`config.mk`:
```
export PLATFORM = sky130hd
export DESIGN_NAME = licznik_rozkazow
export DESIGN_NICKNAME = d
export VERILOG_FILES = /design/src/rtl/mikroprocesor_pkg.sv /design/src/rtl/licznik_rozkazow.sv
export SDC_FILE = /design/constraint.sdc
export NUM_CORES = 1
export LEC_CHECK = 0
export ABC_AREA = 1
export BUFFER_PORTS_ARGS = -buffer_cell sky130_fd_sc_hd__buf_2
export CAP_MARGIN = 30
export CORE_UTILIZATION = 25
export DETAILED_ROUTE_END_ITERATION = 16
export GPL_TIMING_DRIVEN = 0
export PLACE_DENSITY = 0.48
export SYNTH_ARGS = -nofsm -noshare
export SYNTH_HDL_FRONTEND = slang
export SYNTH_SLANG_ARGS = --single-unit
```
`constraint.sdc`:
```
create_clock -name clk -period 2.5 [get_ports clk]
set_clock_uncertainty 0.2 [all_clocks]
set_input_delay 0.5 -clock clk [delete_from_list [all_inputs] [get_ports clk]]
set_output_delay 0.5 -clock clk [all_outputs]
set_load 0.005 [all_outputs]
```
`src/rtl/mikroprocesor_pkg.sv`:
```
// Shared microprocessor definitions: default bus widths and the PC sequencer state encoding.
package mikroprocesor_pkg;

  localparam int PC_W_DEF   = 16;
  localparam int DATA_W_DEF = 8;

  typedef enum logic [2:0] {
    IDLE    = 3'd0,
    CALL_LO = 3'd1,
    CALL_HI = 3'd2,
    RET_HI  = 3'd3,
    RET_LO  = 3'd4,
    ERR     = 3'd5
  } lr_state_e;

endpackage

```
`src/rtl/licznik_rozkazow.sv`:
```
// Program counter with call/return through an external byte-wide stack; one byte moved per cycle.
// Optional call-depth counter output enabled by defining LICZNIK_CALL_DEPTH_EN.
module licznik_rozkazow
  import mikroprocesor_pkg::*;
#(
  parameter int              PC_W     = PC_W_DEF,
  parameter int              DATA_W   = DATA_W_DEF,
  parameter logic [PC_W-1:0] RESET_PC = '0,
  parameter int              DEPTH_W  = 5
) (
  input  logic              clk,
  input  logic              rst,
  input  logic              en,
  input  logic              jmp,
  input  logic [PC_W-1:0]   jmp_addr,
  input  logic              call,
  input  logic [PC_W-1:0]   call_addr,
  input  logic              ret,
  input  logic              err_clr,
  input  logic              stk_full,
  input  logic              stk_empty,
  input  logic [DATA_W-1:0] stk_rdata,
  output logic              stk_push,
  output logic              stk_pop,
  output logic [DATA_W-1:0] stk_wdata,
  output logic [PC_W-1:0]   pc,
  output logic              busy,
  output logic              err_ovf,
  output logic              err_unf
`ifdef LICZNIK_CALL_DEPTH_EN
  , output logic [DEPTH_W-1:0] call_depth
`endif
);

  lr_state_e         state_q, state_d;
  logic [PC_W-1:0]   pc_q, pc_d;
  logic [PC_W-1:0]   ret_addr_q, ret_addr_d;
  logic [PC_W-1:0]   call_addr_q, call_addr_d;
  logic [DATA_W-1:0] hi_q, hi_d;
  logic              err_ovf_q, err_ovf_d;
  logic              err_unf_q, err_unf_d;

  always_comb begin
    state_d     = state_q;
    pc_d        = pc_q;
    ret_addr_d  = ret_addr_q;
    call_addr_d = call_addr_q;
    hi_d        = hi_q;
    err_ovf_d   = err_ovf_q;
    err_unf_d   = err_unf_q;
    case (state_q)
      IDLE: begin
        // ret > call > jmp > en; losers are dropped, not queued.
        if (ret) begin
          state_d = RET_HI;
        end else if (call) begin
          ret_addr_d  = pc_q + PC_W'(1);
          call_addr_d = call_addr;
          state_d     = CALL_LO;
        end else if (jmp) begin
          pc_d = jmp_addr;
        end else if (en) begin
          pc_d = pc_q + PC_W'(1);
        end
      end
      CALL_LO: begin
        if (stk_full) begin
          err_ovf_d = 1'b1;
          state_d   = ERR;
        end else begin
          state_d = CALL_HI;
        end
      end
      CALL_HI: begin
        if (stk_full) begin
          err_ovf_d = 1'b1;
          state_d   = ERR;
        end else begin
          pc_d    = call_addr_q;
          state_d = IDLE;
        end
      end
      RET_HI: begin
        if (stk_empty) begin
          err_unf_d = 1'b1;
          state_d   = ERR;
        end else begin
          hi_d    = stk_rdata;
          state_d = RET_LO;
        end
      end
      RET_LO: begin
        if (stk_empty) begin
          err_unf_d = 1'b1;
          state_d   = ERR;
        end else begin
          pc_d    = {hi_q, stk_rdata};
          state_d = IDLE;
        end
      end
      ERR: begin
        if (err_clr) begin
          err_ovf_d = 1'b0;
          err_unf_d = 1'b0;
          state_d   = IDLE;
        end
      end
      default: state_d = IDLE;
    endcase
  end

  always_ff @(posedge clk or negedge rst) begin
    if (!rst) begin
      state_q     <= IDLE;
      pc_q        <= RESET_PC;
      ret_addr_q  <= '0;
      call_addr_q <= '0;
      hi_q        <= '0;
      err_ovf_q   <= 1'b0;
      err_unf_q   <= 1'b0;
    end else begin
      state_q     <= state_d;
      pc_q        <= pc_d;
      ret_addr_q  <= ret_addr_d;
      call_addr_q <= call_addr_d;
      hi_q        <= hi_d;
      err_ovf_q   <= err_ovf_d;
      err_unf_q   <= err_unf_d;
    end
  end

  // Low byte goes on the stack first so the return pops the high byte first.
  always_comb begin
    stk_push  = 1'b0;
    stk_pop   = 1'b0;
    stk_wdata = '0;
    case (state_q)
      CALL_LO: begin
        stk_push  = !stk_full;
        stk_wdata = stk_full ? '0 : ret_addr_q[DATA_W-1:0];
      end
      CALL_HI: begin
        stk_push  = !stk_full;
        stk_wdata = stk_full ? '0 : ret_addr_q[PC_W-1:DATA_W];
      end
      RET_HI, RET_LO: stk_pop = !stk_empty;
      default: ;
    endcase
  end

  assign pc      = pc_q;
  assign busy    = (state_q != IDLE);
  assign err_ovf = err_ovf_q;
  assign err_unf = err_unf_q;

`ifdef LICZNIK_CALL_DEPTH_EN
  logic [DEPTH_W-1:0] depth_q, depth_d;

  always_comb begin
    depth_d = depth_q;
    if (state_q == CALL_HI && !stk_full && depth_q != '1) begin
      depth_d = depth_q + DEPTH_W'(1);
    end else if (state_q == RET_LO && !stk_empty && depth_q != '0) begin
      depth_d = depth_q - DEPTH_W'(1);
    end
  end

  always_ff @(posedge clk or negedge rst) begin
    if (!rst) depth_q <= '0;
    else      depth_q <= depth_d;
  end

  assign call_depth = depth_q;
`endif

endmodule

```
==> results of run 1 <==
[final cells by class]
| class | instances | area (µm²) | share of cell area, % |
|---|---|---|---|
| timing repair buffer | 79 | 405 | 9.40 |
| clock buffer | 12 | 246 | 5.72 |
| buffer | 15 | 95.1 | 2.21 |
| inverter | 44 | 168 | 3.89 |
| multi-input combinational | 355 | 1630 | 37.7 |
| tap | 176 | 220 | 5.11 |
| sequential | 61 | 1530 | 35.4 |
| clock inverter | 4 | 23.8 | 0.552 |
[report_power, final]
part           internal [mW]  leakage (nW)  switching [mW]
Sequential              1.48         0.729           0.436
Clock                  0.694         0.136           0.439
Combinational          0.932          1.38            1.50
[stage by stage]
stage / power, mW / TNS (ns) / cell area, µm² / utilization, %
after global placement: 4.31 / 0 / 4010 / 30.3
final: 5.48 / 0 / 4310 / 32.5
after CTS: 5.53 / 0 / 4280 / 32.3
after detailed placement: 4.35 / 0 / 4010 / 30.3
after global routing: 6.01 / -0.0184 / 4310 / 32.5
after floorplan: 3.50 / 0 / 3410 / -
[repair_timing]
| action | in CTS | in global routing |
|---|---|---|
| endpoints found under the setup margin | 8 | 6 |
| gates resized for setup | 0 | 3 |
| hold endpoints to repair | 0 | 0 |
| setup buffers | 1 | 2 |
[worst reg2reg max path, cell delays in order (launching register included)]
cell	delay [ns]
dfrtp_1	0.43
inv_2	0.14
nand3_2	0.15
inv_4	0.15
buf_4	0.13
buf_4	0.15
buf_2	0.22
nand2_1	0.07
o21ai_0	0.11
nor2_1	0.09
a21oi_1	0.12
[kinds of logic after synthesis]
logic type | after synthesis | synth area share [%]
buffers and inverters | 60 | 7.79
adder cells (fa/ha/maj) | 1 | 0.367
XOR/XNOR | 7 | 1.80
multiplexers | 1 | 0.330
flip-flops | 61 | 44.8
AND/OR/NAND/NOR | 271 | 33.1
AO/OA/AOI/OAI | 75 | 11.8
[sequential cells by signal, summed over array words and instances, names as in the netlist]
| signal | flops |
|---|---|
| state_q | 3 |
| call_addr_q | 16 |
| hi_q | 8 |
| err_ovf | 1 |
| err_unf | 1 |
| ret_addr_q | 16 |
| pc | 16 |
[worst paths after layout]
check                                  to  slack [ns]  cells past startpoint
hold / removal                    err_unf        0.05                      1
setup reg to reg                    pc[7]        0.47                     10
min in group clk           call_addr_q[5]        0.16                      3
max in group asynchronous           pc[3]        1.50                      1
hold reg to reg            call_addr_q[5]        0.27                      2
setup / recovery             stk_wdata[3]        0.09                      5
[placed cells by master (no fill, tap or decap), types with 5 or more instances in the layout]
cell type / netlist / final
buf_2: 5 / 79
dfrtp_1: 61 / 61
inv_1: 36 / 36
nand2_1: 149 / 149
buf_4: 3 / 7
o21ai_0: 44 / 44
clkbuf_1: 4 / 6
a31oi_1: 8 / 8
a21oi_1: 16 / 16
nand3_1: 24 / 23
inv_2: 8 / 7
nor2_1: 81 / 81
xor2_1: 5 / 5
clkbuf_16: 0 / 9
[metal layers]
layer  vias to the layer above  routed length (µm)
met5                         -                   0
met3                        17                 498
met4                         0                 221
met2                        82                4800
met1                      1466                4920
li1                       1698                   -
==> qor.yml, run 1 <==
crit_arrival_ns: 1.71
crit_start: "state_q[0]"
vdd_drop_max_v: 0.000381
leakage_nw: 2.25
critPathBufInv: 2
diodes: 0
syn_avg_cell_area_um2: 7.16
drt-total-wl_mm: 10.4
area_delta_synth_final_pct: 26.5
tightest_slew_ns: 0.815
drive_above_1_share_pct: 22.1
pre_cts_ws_ns: 0.188
synth_top_cell_area_share_pct: 44.8
path_max_fanout: 10
use_met2_pct: 26.1
hold_slack_ns: 0.0451
finalSetupViolCount: 0
vias: 3263
firstDrtPassIters: 4
hold_violations: 0
use_met1_pct: 20.4
outcome: "finished clean"
min_period_ns: 2.41
ys_top_cells_by_count: "nand2_1, nor2_1, dfrtp_1"
clkSlewWorstSetupHoldPaths_ns: 0.05
post-route-period-util_pct: 96.2
regToRegStartpoint: "state_q[2]"
syn-cell-area_um2: 3410
start_util_pct: 25.7
route.detailed.drc: 0
antenna_found_initial: 0
port_buffers: 76
crit_required_ns: 1.80
synth_warnings: 0
worst_setup_path_start_kind: "register"
die-width_um: 119
max_cap_viol_count: 0
synth_edf_count: 0
fmax_mhz: 416
grt_busiest_layer: "met2"
tritoncts: "done"
endpoint_kind: "output port"
root_buffer: "clkbuf_16"
rows: 42
nFillCells: 1532
grt_overflow: 0
maxSlewViolCount: 0
max_stage_delay_ns: 0.41
slowest_stage: "dfrtp_1"
clkLatencyLatePin_ns: 0.33
track_usage_pct: 16.0
setup_ws_ns: 0.0944
path_delay_family: "flip-flops"
power_density_nw_per_um2: 1270
dp_hpwl_mm: 8.14
synth-seq-area-share_pct: 44.8
synth_top_flop_cell: "dfrtp_1"
holdBufCountCts: 0
yosysMostFrequentCell: "nand2_1"
htree_levels: 3
drtIter0Drc: 192
die_area_um2: 14100
synth-async-reset-ratio_pct: 100
die_h_um: 119
core_area_um2: 13200
synth_largest_area_cell: "dfrtp_1"
ioPinCount: 78
ys_types: 31
clk_path_buf_depth: 2
grt_max_degree: 62
ant_nets: 0
hp-class: "input port to async pin"
viasPerCell: 4.37
place_inst: 728
grt_pass1_vias: 3281
nNetsFinal: 615
grt_pass1_wl_mm: 17.1
max_slew_margin_pct: 45.7
synth_area_leaders: "dfrtp_1, nand2_1, nor2_1"
cts.sinks: 61
yosys_register_bits: 61
syn_inst: 476
syn_nets: 526
fin_cells: 746
setup.worst_path.class: "register to output port"
cp_cell_sequence: "inv_1, nor2_1, nand2_2, o31ai_1, buf_2"
gp_congestion: 0.849
cts_buffers: 9
grtUsageMet3_pct: 4.01
post_drt_wl_per_cell_um: 14.0
Note: power is estimated with default switching activity, not from simulation.
==> run 2, diff against run 1 <==
- CORE_UTILIZATION: 25 -> 58
- PLACE_DENSITY: 0.48 -> 0.9
- clock period: 2.5 -> 2.98 ns (I/O delays scaled with it)
==> run 2 against run 1 <==
Net effect:
- sequential power decreased by 17%
- combinational power decreased by 16%
- core utilization increased by 40 points
- sequential share of layout area increased by 2.2 points
- cell area decreased by 5.7%
- setup slack improved by 0.15 ns
- final cell count decreased by 14%
- via count increased by 4.9%
- non-clock buffer count decreased by 1
- count of clock-buffer cells in the layout unchanged
- clock power decreased by 44%
- power decreased by 22%
- highest routed layer unchanged
==> qor.yml, run 2 (synthesis results as in run 1) <==
min_period_ns: 2.73
pre_cts_ws_ns: 0.623  # +0.435 ns
power_density_nw_per_um2: 1050  # -18%
grt_pass1_wl_mm: 14.9  # -13%
post_drt_wl_per_cell_um: 14.1  # +1.2%
finalSetupViolCount: 0  # unchanged
die-width_um: 78.6  # -34%
layout_commonest_cell: "nand2_1"
path_max_fanout: 10  # unchanged
ant_nets: 0  # unchanged
cts.sinks: 61  # unchanged
cts_resized: 0  # unchanged
grt_overflow: 0  # unchanged
clkSlewWorstSetupHoldPaths_ns: 0.07  # +0.02 ns
setup_tns_ns: 0  # unchanged
max_slew_margin_pct: 53.7  # +8.0 points
outcome: "finished clean"
crit_arrival_ns: 1.93  # +0.22 ns
grt_max_degree: 33  # -47%
htree_levels: 3  # unchanged
clkLatencyLatePin_ns: 0.34  # about the same
tightest_slew_ns: 0.694  # -0.120 ns
leakage_nw: 2.20  # -2.4%
die_h_um: 78.6  # -34%
worst_setup_path_start_kind: "register"
mostFrequentLayoutCells: "nand2_1, nor2_1, buf_2, dfrtp_1, o21ai_0"
endpoint_kind: "output port"
post_cts_buffers: 0  # -1
nNetsFinal: 614  # -0.16%
holdBufCountCts: 0  # unchanged
cts_buffers: 9  # unchanged
start_util_pct: 61.1  # +35 points
core_area_um2: 5570  # -58%
area_delta_synth_final_pct: 19.2
crit_required_ns: 2.18  # +0.38 ns
root_buffer: "clkbuf_8"
maxSlewViolCount: 0  # unchanged
fmax_mhz: 366
setup_ws_ns: 0.249  # +0.155 ns
drive_above_1_share_pct: 21.5  # -0.59 points
grt_pass1_vias: 3230  # -1.6%
rsz0062_at_grt: "no"
clk_path_buf_depth: 2  # unchanged
dp_hpwl_mm: 6.93  # -15%
tritoncts: "done"
viasPerCell: 5.36  # +22%
antenna_found_initial: 0  # unchanged
port_buffers: 76  # unchanged
totalPowerFinal_mw: 4.25  # -22%
die_area_um2: 6190  # -56%
diodes: 0  # unchanged
firstDrtPassIters: 5  # +1
hold_violations: 0  # unchanged
setup.worst_path.class: "register to output port"
route.detailed.drc: 0  # unchanged
rows: 27  # -36%
track_usage_pct: 32.0  # +16 points
nFillCells: 474  # -69%
post-route-period-util_pct: 91.6
max_cap_viol_count: 0  # unchanged
hp-class: "input port to async pin"
drt-total-wl_mm: 9.04  # -13%
drtIter0Drc: 273  # +42%
vdd_drop_max_v: 0.000575  # +51%
ioPinCount: 78  # unchanged
vias: 3423  # +4.9%
gp_congestion: 0.902  # +6.3%
==> run 2: cell count changes in the layout (fill, tap and decap cells not counted), sizes merged <==
cell,change
buf,-1
clkinv,-2
==> run 2: layout make-up <==
type | instances | area, µm² | area share [%]
multi-input combinational | 355 | 1620 | 39.8
clock inverter | 2 | 10.0 | 0.246
buffer | 16 | 100 | 2.46
clock buffer | 12 | 155 | 3.82
timing repair buffer | 77 | 400 | 9.86
tap | 72 | 90.1 | 2.22
sequential | 61 | 1530 | 37.6
inverter | 44 | 165 | 4.07
==> run 2: layer usage <==
metal	share of wire, %	GRT usage (%)
met2	49	52.2
met3	6.3	5.23
met1	43	41.2
met4	2.2	15.7
met5	0	0
==> run 2: path summary, 6_finish.rpt <==
| path | start | end | slack, ns | depth (start not counted) |
|---|---|---|---|---|
| hold / removal | rst | state_q[1] | 0.1 | 1 |
| min in group clk | call_addr[2] | call_addr_q[2] | 0.25 | 3 |
| hold reg to reg | call_addr_q[4] | call_addr_q[4] | 0.27 | 2 |
| setup / recovery | state_q[2] | stk_wdata[3] | 0.25 | 7 |
| max in group asynchronous | rst | pc[10] | 1.87 | 2 |
| setup reg to reg | pc[0] | pc[10] | 1.03 | 8 |
==> run 2: report_power, final <==
group	leakage, nW	switching [mW]	internal (mW)
Sequential	0.729	0.346	1.24
Clock	0.0881	0.303	0.335
Combinational	1.38	1.26	0.768
==> run 2: per-stage QoR <==
stage / util [%] / std cells / hold WS (ns) / area, µm²
6_report: 72.9 / 639 / 0.0992 / 4060
5_1_grt: 72.9 / 639 / 0.143 / 4060
4_1_cts: 72.9 / 639 / 0.115 / 4060
3_5_place_dp: 69.9 / 625 / 0.258 / 3900
3_3_place_gp: 69.6 / 624 / 0.255 / 3880
2_1_floorplan: - / 476 / 0.100 / 3410
==> run 2: worst max-delay path: stages (launching register included) <==
cell     delay (ns)
dfrtp_1        0.44
inv_2          0.14
nand3_1        0.17
inv_2          0.20
buf_2          0.26
nand3_1        0.14
o31ai_1        0.10
buf_2          0.15
==> run 3, diff against run 2 <==
- PLACE_DENSITY: 0.9 -> 0.86
==> run 3 against run 2 <==
Net effect:
- clock power up 40%
- final cell count up 0.31%
- sequential power about the same
- critical endpoint unchanged
- combinational power about the same
- critical path depth unchanged
- sequential cell count unchanged
- power up 6.1%
==> qor.yml, run 3 (synthesis results as in run 1) <==
crit_arrival_ns: 1.91  # -0.02 ns
clkSlewWorstSetupHoldPaths_ns: 0.07  # about the same
post_drt_wl_per_cell_um: 14.2  # +0.29%
post_cts_buffers: 0  # unchanged
drtIter0Drc: 282  # +3.3%
worst_setup_path_start_kind: "register"
min_period_ns: 2.71  # -0.0233 ns
slowest_stage: "dfrtp_1"
ant_nets: 0  # unchanged
mostFrequentLayoutCells: "nand2_1, nor2_1, buf_2, dfrtp_1, o21ai_0"
die_h_um: 78.6  # unchanged
cts.sinks: 61  # unchanged
dp_hpwl_mm: 6.80  # -1.9%
post-route-period-util_pct: 90.9  # -0.78 points
tightest_slew_ns: 0.724  # +0.0297 ns
finalSetupViolCount: 0  # unchanged
clk_path_buf_depth: 2  # unchanged
clkLatencyLatePin_ns: 0.35  # about the same
diodes: 0  # unchanged
layout_commonest_cell: "nand2_1"
htree_levels: 3  # unchanged
gp_congestion: 0.945  # +4.8%
nNetsFinal: 614  # unchanged
grt_max_degree: 33  # unchanged
endpoint_kind: "output port"
track_usage_pct: 32.4  # +0.46 points
root_buffer: "clkbuf_8"
path_max_fanout: 10  # unchanged
drt-total-wl_mm: 9.10  # +0.61%
setup_tns_ns: 0  # unchanged
die_area_um2: 6190  # unchanged
fmax_mhz: 369  # +0.86%
grt_overflow: 0  # unchanged
cp_cell_sequence: "inv_2, nand3_1, inv_2, buf_2, nand3_1, o31ai_1, buf_2"
rsz0062_at_grt: "no"
outcome: "finished clean"
firstDrtPassIters: 5  # unchanged
nFillCells: 450  # -5.1%
maxSlewViolCount: 0  # unchanged
port_buffers: 76  # unchanged
hold_violations: 0  # unchanged
start_util_pct: 61.1  # unchanged
drive_above_1_share_pct: 22.0  # +0.45 points
cts_buffers: 9  # unchanged
core_area_um2: 5570  # unchanged
grt_pass1_wl_mm: 15.0  # +0.97%
ioPinCount: 78  # unchanged
route.detailed.drc: 0  # unchanged
max_slew_margin_pct: 51.7  # -2.0 points
max_stage_delay_ns: 0.43  # about the same
power_density_nw_per_um2: 1090  # +4.1%
rows: 27  # unchanged
die-width_um: 78.6  # unchanged
vias: 3386  # -1.1%
antenna_found_initial: 0  # unchanged
totalPowerFinal_mw: 4.51  # +6.1%
tritoncts: "done"
cts_resized: 0  # unchanged
holdBufCountCts: 0  # unchanged
max_cap_viol_count: 0  # unchanged
crit_required_ns: 2.18  # about the same
setup.worst_path.class: "register to output port"
grt_pass1_vias: 3199  # -0.96%
viasPerCell: 5.28  # -1.4%
leakage_nw: 2.23  # +1.7%
area_delta_synth_final_pct: 21.6
hp-class: "input port to async pin"
vdd_drop_max_v: 0.000582  # +1.2%
## run 3: layout make-up
cell class,count,area [µm²],area share (%)
clock inverters,3,65.1,1.57
well taps,72,90.1,2.18
inverters,44,165,3.99
multi-input cells,355,1620,39.0
plain buffers,16,100,2.42
clock buffers,13,179,4.32
repair buffers,77,400,9.67
flip-flops and latches,61,1530,36.9
## run 3: stage by stage
stage / util (%) / cells / hold slack (ns) / worst slack, ns / cell area, µm²
final: 74.3 / 641 / 0.0971 / 0.273 / 4140
after global routing: 74.3 / 641 / 0.154 / 0.164 / 4140
after CTS: 74.3 / 641 / 0.129 / 0.288 / 4140
after detailed placement: 69.9 / 625 / 0.258 / 0.653 / 3900
after global placement: 69.6 / 624 / 0.256 / 0.663 / 3880
after floorplan: - / 476 / 0.100 / 0.990 / 3410
## run 3: power by group
part | internal (mW) | switching [mW]
clock network | 0.561 | 0.330
logic | 0.768 | 1.26
registers | 1.24 | 0.355
## run 3: layer usage
layer	vias up	share of wire, %	wire length, µm	track usage (%)
met2	134	47	4290	52.4
met1	1530	44	4010	41.9
met5	-	0	0	0
li1	1695	-	-	-
met3	27	5.8	528	5.35
met4	0	2.9	264	16.7
## run 3: final timing paths
kind | startpoint | endpoint | slack (ns) | depth (start not counted)
worst max-delay path | state_q[2] | stk_wdata[3] | 0.27 | 7
worst max register to register | pc[0] | pc[10] | 1.07 | 8
max in group asynchronous | rst | pc[10] | 1.87 | 2
worst min register to register | call_addr_q[2] | call_addr_q[2] | 0.27 | 2
min in group clk | call_addr[10] | call_addr_q[10] | 0.24 | 3
worst min-delay path | rst | ret_addr_q[0] | 0.1 | 1
## run 3: worst max-delay path: cells and delay by family (launching register included)
family                 cells  cell delay, ns
and+or+nand+nor            2            0.30
AOI/OAI and AO/OA          1            0.09
buffers and inverters      4            0.75
DFF                        1            0.43
